### src/rtl/hash_sram_arbiter.sv
// Arbiter sharing one single-port hash-table SRAM (active-low controls) between the
// hash-generation path (gen) and the query/lookup path (qry); read data returns with a valid pulse.
module hash_sram_arbiter #(
   parameter int ADDR_W   = 8,
   parameter int DATA_W   = 32,
   parameter int RD_LAT   = 1,
   parameter int GEN_PRIO = 1,
   parameter int MAX_WAIT = 4
) (
   input  logic              clk,
   input  logic              reset,
   input  logic              gen_req,
   input  logic              gen_we,
   input  logic [ADDR_W-1:0] gen_addr,
   input  logic [DATA_W-1:0] gen_wdata,
   output logic              gen_gnt,
   output logic              gen_rvalid,
   input  logic              qry_req,
   input  logic              qry_we,
   input  logic [ADDR_W-1:0] qry_addr,
   input  logic [DATA_W-1:0] qry_wdata,
   output logic              qry_gnt,
   output logic              qry_rvalid,
   output logic [DATA_W-1:0] rdata,
   output logic              sram_csb,
   output logic              sram_web,
   output logic              sram_oeb,
   output logic [ADDR_W-1:0] sram_addr,
   output logic [DATA_W-1:0] sram_din,
   input  logic [DATA_W-1:0] sram_dout,
   output logic              busy
);
   localparam int WAIT_W = $clog2(MAX_WAIT + 1);
   localparam int LAT_W  = (RD_LAT > 1) ? $clog2(RD_LAT) : 1;
   localparam logic [WAIT_W-1:0] WAIT_MAX = WAIT_W'(MAX_WAIT);
   localparam logic [LAT_W-1:0]  LAT_LAST = LAT_W'(RD_LAT - 1);
   localparam logic OWN_GEN = 1'b0;
   localparam logic OWN_QRY = 1'b1;

   typedef enum logic [1:0] {IDLE = 2'd0, ACCESS = 2'd1, RD_WAIT = 2'd2, RESP = 2'd3} state_t;

   state_t              state_q, state_d;
   logic                owner_q, owner_d;
   logic                cmd_we_q, cmd_we_d;
   logic [WAIT_W-1:0]   wait_cnt_q, wait_cnt_d;
   logic [LAT_W-1:0]    lat_cnt_q, lat_cnt_d;
   logic [ADDR_W-1:0]   addr_q, addr_d;
   logic [DATA_W-1:0]   din_q, din_d;
   logic [DATA_W-1:0]   rdata_q, rdata_d;
   logic                gen_gnt_q, gen_gnt_d, qry_gnt_q, qry_gnt_d;
   logic                gen_rvalid_q, gen_rvalid_d, qry_rvalid_q, qry_rvalid_d;
   logic                csb_q, csb_d, web_q, web_d, oeb_q, oeb_d, busy_q, busy_d;
   logic                win_qry;

   // owner_q doubles as last_winner; addr_q/din_q are both the command register and the SRAM bus
   always_ff @(posedge clk) begin
      if (!reset) begin
         state_q      <= IDLE;
         owner_q      <= OWN_QRY;
         cmd_we_q     <= 1'b0;
         wait_cnt_q   <= '0;
         lat_cnt_q    <= '0;
         addr_q       <= '0;
         din_q        <= '0;
         rdata_q      <= '0;
         gen_gnt_q    <= 1'b0;
         qry_gnt_q    <= 1'b0;
         gen_rvalid_q <= 1'b0;
         qry_rvalid_q <= 1'b0;
         csb_q        <= 1'b1;
         web_q        <= 1'b1;
         oeb_q        <= 1'b1;
         busy_q       <= 1'b0;
      end else begin
         state_q      <= state_d;
         owner_q      <= owner_d;
         cmd_we_q     <= cmd_we_d;
         wait_cnt_q   <= wait_cnt_d;
         lat_cnt_q    <= lat_cnt_d;
         addr_q       <= addr_d;
         din_q        <= din_d;
         rdata_q      <= rdata_d;
         gen_gnt_q    <= gen_gnt_d;
         qry_gnt_q    <= qry_gnt_d;
         gen_rvalid_q <= gen_rvalid_d;
         qry_rvalid_q <= qry_rvalid_d;
         csb_q        <= csb_d;
         web_q        <= web_d;
         oeb_q        <= oeb_d;
         busy_q       <= busy_d;
      end
   end

   always_comb begin
      state_d    = state_q;
      owner_d    = owner_q;
      cmd_we_d   = cmd_we_q;
      wait_cnt_d = wait_cnt_q;
      lat_cnt_d  = lat_cnt_q;
      addr_d     = addr_q;
      din_d      = din_q;
      win_qry    = 1'b0;
      case (state_q)
         IDLE: begin
            if (gen_req || qry_req) begin
               if (gen_req && qry_req) begin
                  if (GEN_PRIO != 0) begin
                     win_qry = (wait_cnt_q >= WAIT_MAX);
                  end else begin
                     win_qry = (owner_q == OWN_GEN);
                  end
                  // qry loss count saturates so a starved qry keeps its forced grant
                  if (!win_qry && (wait_cnt_q < WAIT_MAX)) begin
                     wait_cnt_d = wait_cnt_q + WAIT_W'(1);
                  end else begin
                     wait_cnt_d = wait_cnt_q;
                  end
               end else begin
                  win_qry = qry_req;
               end
               if (win_qry) begin
                  wait_cnt_d = '0;
                  owner_d    = OWN_QRY;
                  cmd_we_d   = qry_we;
                  addr_d     = qry_addr;
                  din_d      = qry_wdata;
               end else begin
                  owner_d    = OWN_GEN;
                  cmd_we_d   = gen_we;
                  addr_d     = gen_addr;
                  din_d      = gen_wdata;
               end
               state_d = ACCESS;
            end else begin
               state_d = IDLE;
            end
         end
         ACCESS: begin
            lat_cnt_d = '0;
            state_d   = cmd_we_q ? IDLE : RD_WAIT;
         end
         RD_WAIT: begin
            if (lat_cnt_q == LAT_LAST) begin
               state_d = RESP;
            end else begin
               lat_cnt_d = lat_cnt_q + LAT_W'(1);
            end
         end
         RESP:    state_d = IDLE;
         default: state_d = IDLE;
      endcase
   end

   // outputs are decoded from the next state so every pin leaves a flop
   always_comb begin
      gen_gnt_d    = (state_d == ACCESS) && (owner_d == OWN_GEN);
      qry_gnt_d    = (state_d == ACCESS) && (owner_d == OWN_QRY);
      gen_rvalid_d = (state_d == RESP) && (owner_d == OWN_GEN);
      qry_rvalid_d = (state_d == RESP) && (owner_d == OWN_QRY);
      csb_d        = !((state_d == ACCESS) || (state_d == RD_WAIT));
      web_d        = !((state_d == ACCESS) && cmd_we_d);
      oeb_d        = (state_d != RD_WAIT);
      busy_d       = (state_d != IDLE);
      if ((state_q == RD_WAIT) && (lat_cnt_q == LAT_LAST)) begin
         rdata_d = sram_dout;
      end else begin
         rdata_d = rdata_q;
      end
   end

   assign gen_gnt    = gen_gnt_q;
   assign qry_gnt    = qry_gnt_q;
   assign gen_rvalid = gen_rvalid_q;
   assign qry_rvalid = qry_rvalid_q;
   assign rdata      = rdata_q;
   assign sram_csb   = csb_q;
   assign sram_web   = web_q;
   assign sram_oeb   = oeb_q;
   assign sram_addr  = addr_q;
   assign sram_din   = din_q;
   assign busy       = busy_q;
endmodule
### config.mk
export PLATFORM = sky130hd
export DESIGN_NAME = hash_sram_arbiter
export DESIGN_NICKNAME = d
export VERILOG_FILES = /design/src/rtl/hash_sram_arbiter.sv
export SDC_FILE = /design/constraint.sdc
export NUM_CORES = 1
export LEC_CHECK = 0
export BUFFER_PORTS_ARGS = -buffer_cell sky130_fd_sc_hd__buf_2
export CELL_PAD_IN_SITES_DETAIL_PLACEMENT = 1
export CELL_PAD_IN_SITES_GLOBAL_PLACEMENT = 2
export CORE_MARGIN = 1.5
export CORE_UTILIZATION = 24
export CTS_BUF_LIST = sky130_fd_sc_hd__clkbuf_8
export DETAILED_ROUTE_END_ITERATION = 12
export HOLD_SLACK_MARGIN = 0.02
export PLACE_DENSITY = 0.89
export SYNTH_ARGS = -nofsm -noshare
export SYNTH_HDL_FRONTEND = slang
export SYNTH_SLANG_ARGS = --single-unit
### constraint.sdc
create_clock -name clk -period 1.35 [get_ports clk]
set_input_delay 0 -clock clk [delete_from_list [all_inputs] [get_ports clk]]
set_output_delay 0 -clock clk [all_outputs]
set_load 0.005 [all_outputs]
# Word-level counts from Yosys, hierarchy flattened
# Index checks and enable logic that the tools add are counted.
dict set report word_totals {
  register_bits 88
  in_bits 118
  output_inout_bits 80
  elab_cells 72
}
dict set report op_classes {
  n_addsub 2
  magnitude_cmp 2
  n_eq_ne 7
  muxes 23
  n_bitwise 2
  reduce_logical 20
}
# op n
set ops {}
lappend ops {{2-to-1 mux 32 bit} 1}
lappend ops {{2-to-1 mux 1 bit} 14}
lappend ops {{2-to-1 mux 3 bit} 3}
lappend ops {{== test 2 bit, second input constant} 4}
lappend ops {{logical AND 1 bit} 8}
lappend ops {{2-to-1 mux 8 bit} 1}
lappend ops {{one-hot mux 2 bit (4 select lines)} 1}
lappend ops {{nonzero test 2 bit} 4}
lappend ops {{== test 2 x 1 -> 1 bit, second input constant} 2}
lappend ops {{2-to-1 mux 2 bit} 2}
lappend ops {{AND reduction 4 bit} 1}
lappend ops {{adder 3 x 1 -> 3 bit, second input constant} 1}
lappend ops {{greater-or-equal comparator 3 bit, second input constant} 1}
lappend ops {{zero test 1 bit} 3}
lappend ops {{less-than comparator 3 bit, second input constant} 1}
lappend ops {{zero test 2 bit} 1}
lappend ops {{logical OR 1 bit} 2}
lappend ops {{inequality test 2 bit, second input constant} 1}
lappend ops {{NOT 1 bit} 2}
lappend ops {{one-hot mux 1 bit (2 select lines)} 1}
lappend ops {{AND reduction 2 bit} 1}
lappend ops {{adder 1 bit, second input constant} 1}

# Depth between registers and ports, before layout
dict set report logic_depth {
  word_depth 12
  ltp_mapped 8
}

# Worst setup path before layout
# Ideal clock, no wire load.
dict set report synth_timing {
  path_kind {register to register}
  from {register state_q[1]}
  to {register csb_q (netlist: sram_csb)}
  setup_ps 124
  t_arrival_ps 1231
  path_slack_ps -4
  path_stages_with_launch 6
  n_path_buf 1
  synth_period_minus_slack_ps 1354
  path_cell_list {dfxtp_1 -> nor2b_1 -> buf_2 -> a21oi_1 -> ha_1 -> nand2b_1}
}
dict set report synth_via {
  elab_chain_len 5
  word_cells_on_any_way 10
  classes_between {eq/ne (5); mux (2); reduce/logical (3)}
}
# item line_no
set synth_rtl {}
lappend synth_rtl {{start: declaration} 42} ;# state_t state_q, state_d;
lappend synth_rtl {{start signal: assignment} 75} ;# state_q <= state_d;
lappend synth_rtl {{== test 2 bit (tied with other cells)} 103} ;# case (state_q)
lappend synth_rtl {{one-hot mux 2 bit (4 select lines) (*)} 103}
lappend synth_rtl {{== test 2 x 1 -> 1 bit / == test 2 bit (equally long branches)} 160} ;# csb_d = !((state_d == ACCESS) || (state_d == RD_WAIT));
lappend synth_rtl {{logical OR 1 bit (*)} 160}
lappend synth_rtl {{zero test 1 bit (*)} 160}
lappend synth_rtl {{named net csb_d} 52} ;# logic csb_q, csb_d, web_q, web_d, oeb_q, oeb_d, busy_q, busy_d;
lappend synth_rtl {{end signal: assignment} 87} ;# csb_q <= csb_d;
lappend synth_rtl {{end: declaration} 52}
# Mark *: on every way through the listed nets, which the timed path passes. The rest lies on a longest branch.
# A chain may end at the register's enable or synchronous reset.

# Worst setup path after layout
dict set report layout_timing {
  from {register state_q[1]}
  to {register gen_rvalid_q (netlist: gen_rvalid)}
}
dict set report layout_via {
  elab_chain_len 4
  word_cells_on_any_way 10
  classes_between {eq/ne (4); mux (3); bitwise (1); reduce/logical (2)}
}
# item line_no
set layout_rtl {}
lappend layout_rtl {{== test 2 bit (tied with other cells)} 103}
lappend layout_rtl {{one-hot mux 2 bit (4 select lines) / 2-to-1 mux 1 bit (equally long branches)} 103}
lappend layout_rtl {{== test 2 bit / NOT 1 bit (equally long branches)} 158} ;# gen_rvalid_d = (state_d == RESP) && (owner_d == OWN_GEN);
lappend layout_rtl {{logical AND 1 bit (*)} 158}
lappend layout_rtl {{end signal: assignment} 85} ;# gen_rvalid_q <= gen_rvalid_d;
lappend layout_rtl {{end: declaration} 51} ;# logic gen_rvalid_q, gen_rvalid_d, qry_rvalid_q, qry_rvalid_d;
# Every way passes the cells marked *; elsewhere a longest branch is shown, timed or not.

==> impl_metrics.ini <==
[status]
status = finished with violations
violations = setup timing

[finish]
fillers = 1878
layout_commonest_cell = buf_2
final_cell_mix = buf_2, dfxtp_1, a21boi_0, dlygate4sd3_1, nand2_1
final_core_util = 0.4063
final_cells = 920
n_antenna_cell = 0
drive_above_1_share = 0.3651
final_nets = 822
area_delta_synth_final_pct = 63.79
multiInputGateArea_um2 = 2103
seq_area_um2 = 1748

[clocking]
path_clk_slew_ns = 0.09
cts-htree-levels = 3
clock_latency_ns = 0.36
cts_tree = yes
cts-root-buf = clkbuf_8
clock_sinks = 87
post_cts_buffers = 0
clockBufferDepth = 2
cts_made_buffers = 9

[timing]
fin_crit_ns = 1.361
fmaxAchievable_mhz = 734.8
hold_ws_ns = 0.05288
setup_viol = 3
worst_slack_ns = -0.01084
rsz0062_at_grt = yes
slew_violations = 0
fin_crit_sh = 1.008
slew_headroom = 0.7470
hold_violations = 0
worst_slew_pin_slew_ns = 0.3795
skew_ns = 0.006771

[detailed_routing]
first_pass_iters = 4
wl_met2_um = 8034
wl_per_cell_um = 17.20
dr.first_iter.drc_count = 97
wirelength_um = 15830
drtAntennaViolNets = 0
routed.top_layer = met4
drc_errors = 0
via_per_inst = 4.841
vias = 4454
wl_met3_um = 778
met1_length_um = 6767

[yosys]
synth_area_um2 = 3984
ys_ff_latch = 87
yosysSeqAreaShare = 0.4372
ys.warnings.count = 0
syn_nets = 560
synth_area_per_cell_um2 = 9.095
ys_types = 26
syn_inst = 438

[die]
core_area_um2 = 16060
rows = 46
die_w_um = 131.8
initial_core_util = 0.2481
dieArea_um2 = 17380
io_pins = 198
die_h_um = 131.8

[placed_design]
io_buffers = 197
post-dp-hpwl_um = 9378
dp_cells = 824
gp_congestion = 0.7316

[grt]
grt_pass1_wl_um = 23470
grt_pass1_vias = 4704
grt_max_degree = 61
grt.overflow.total = 0
antenna_found_initial = 0
track_usage = 0.1666

[power_and_ir_drop]
total_power_mw = 6.885
power_density_nw_per_um2 = 1055
max-vdd-ir-drop_mv = 0.4789
p_leak_nw = 3.107

[flow_run]
cap_violations = 0

[hold_path]
min_path_type = in2reg
hold-path-cell-count = 3

[critical_path]
cp.arrival_ns = 1.66
crit_fanout = 7
rr_worst_depth = 5
worstPathRequired_ns = 1.65
worst_setup_path_end_kind = flip-flop
crit_type = reg2reg
start_kind = flip-flop
==> sequential cells by signal, indices dropped and copies added, names as in the netlist <==
name / cells
sram_oeb: 1
rdata: 32
sram_web: 1
qry_gnt: 1
sram_addr: 8
gen_gnt: 1
busy: 1
cmd_we_q: 1
state_q: 2
qry_rvalid: 1
owner_q: 1
sram_csb: 1
gen_rvalid: 1
sram_din: 32
wait_cnt_q: 3
==> repair_timing <==
action	4_1_cts	5_1_grt
gates cloned	0	9
endpoints found under the hold margin	76	0
resized for setup	4	21
hold buffers	72	0
endpoints found under the setup margin	28	69
==> path summary, 6_finish.rpt <==
path,start,end,slack [ns]
min reg2reg,rdata[24]$_SDFFE_PN0P_,rdata[24]$_SDFFE_PN0P_,0.46
max,state_q[1]$_SDFF_PN0_,gen_rvalid$_SDFF_PN0_,-0.01
min,gen_wdata[2],sram_din[2]$_SDFFE_PN0P_,0.05
max reg2reg,state_q[1]$_SDFF_PN0_,gen_rvalid$_SDFF_PN0_,-0.01
==> routing by layer <==
metal / GRT usage / vias to the layer above
met5: 0 / -
met3: 0.04075 / 15
met1: 0.1863 / 2165
li1: - / 2110
met2: 0.3050 / 164
met4: 0.06173 / 0
==> cells by family (layout without fill, tap and decap cells) <==
logic type | Yosys count | in the layout | share of synthesized area
compound gates | 162 | 162 | 0.3304
fa+ha+maj | 4 | 4 | 0.01256
buf+inv | 50 | 315 | 0.05339
flops | 87 | 87 | 0.4372
simple gates | 135 | 136 | 0.1665
==> critical path: stages (launching register included) <==
cell and delay, ns:
dfxtp_4 0.37, buf_6 0.11, or3b_1 0.34, a32oi_1 0.15, buf_4 0.16, and3_1 0.17
==> per-stage QoR <==
stage,setup slack (ns),area (um^2),TNS (ns)
finish,-0.01084,6525,-0.02010
floorplan,0.002062,3988,0
CTS,-0.01914,6295,-0.02478
global route,-0.1115,6525,-1.200
detailed placement,-0.04594,5320,-0.1867
global placement,0.008448,5320,0
==> power by group <==
group / switching (mW) / internal [mW]
clock: 0.954 / 1.32
sequential: 0.118 / 2.80
combinational: 0.770 / 0.931
total: 1.84 / 5.04
==> area by class of cell <==
type                            instances  share of cell area
Sequential cell                        87              0.2679
Timing Repair Buffer                  298              0.3296
Tap cell                              216             0.04142
Multi-Input combinational cell        302              0.3223
Clock inverter                          4             0.01438
Inverter                                2            0.001151
Clock buffer                           11             0.02320
==> cell usage after synthesis <==
master     n  share of area
or3b_1     1         0.0022
o311ai_1   1         0.0022
a32oi_1    1         0.0022
o21ai_1    1         0.0013
a21boi_0  75           0.14
nor3_1     1         0.0013
ha_1       4          0.013
and3_1    42          0.066
or3b_4     1         0.0028
o311a_1   41           0.10
or2_2      1         0.0016
inv_1      2         0.0019
clkbuf_1  32          0.030
nor2_1     5         0.0047
nand2_1   70          0.066
or3_1      1         0.0016
buf_2     14          0.018
buf_4      2         0.0038
nand2b_1   3         0.0047
a21oi_1    1         0.0013
and2_1     3         0.0047
nor2b_1    5         0.0079
o21bai_1  41          0.077
a21boi_1   1         0.0019
dfxtp_1   87           0.44
nand4_1    2         0.0031
(Power assumes the default switching activity.)
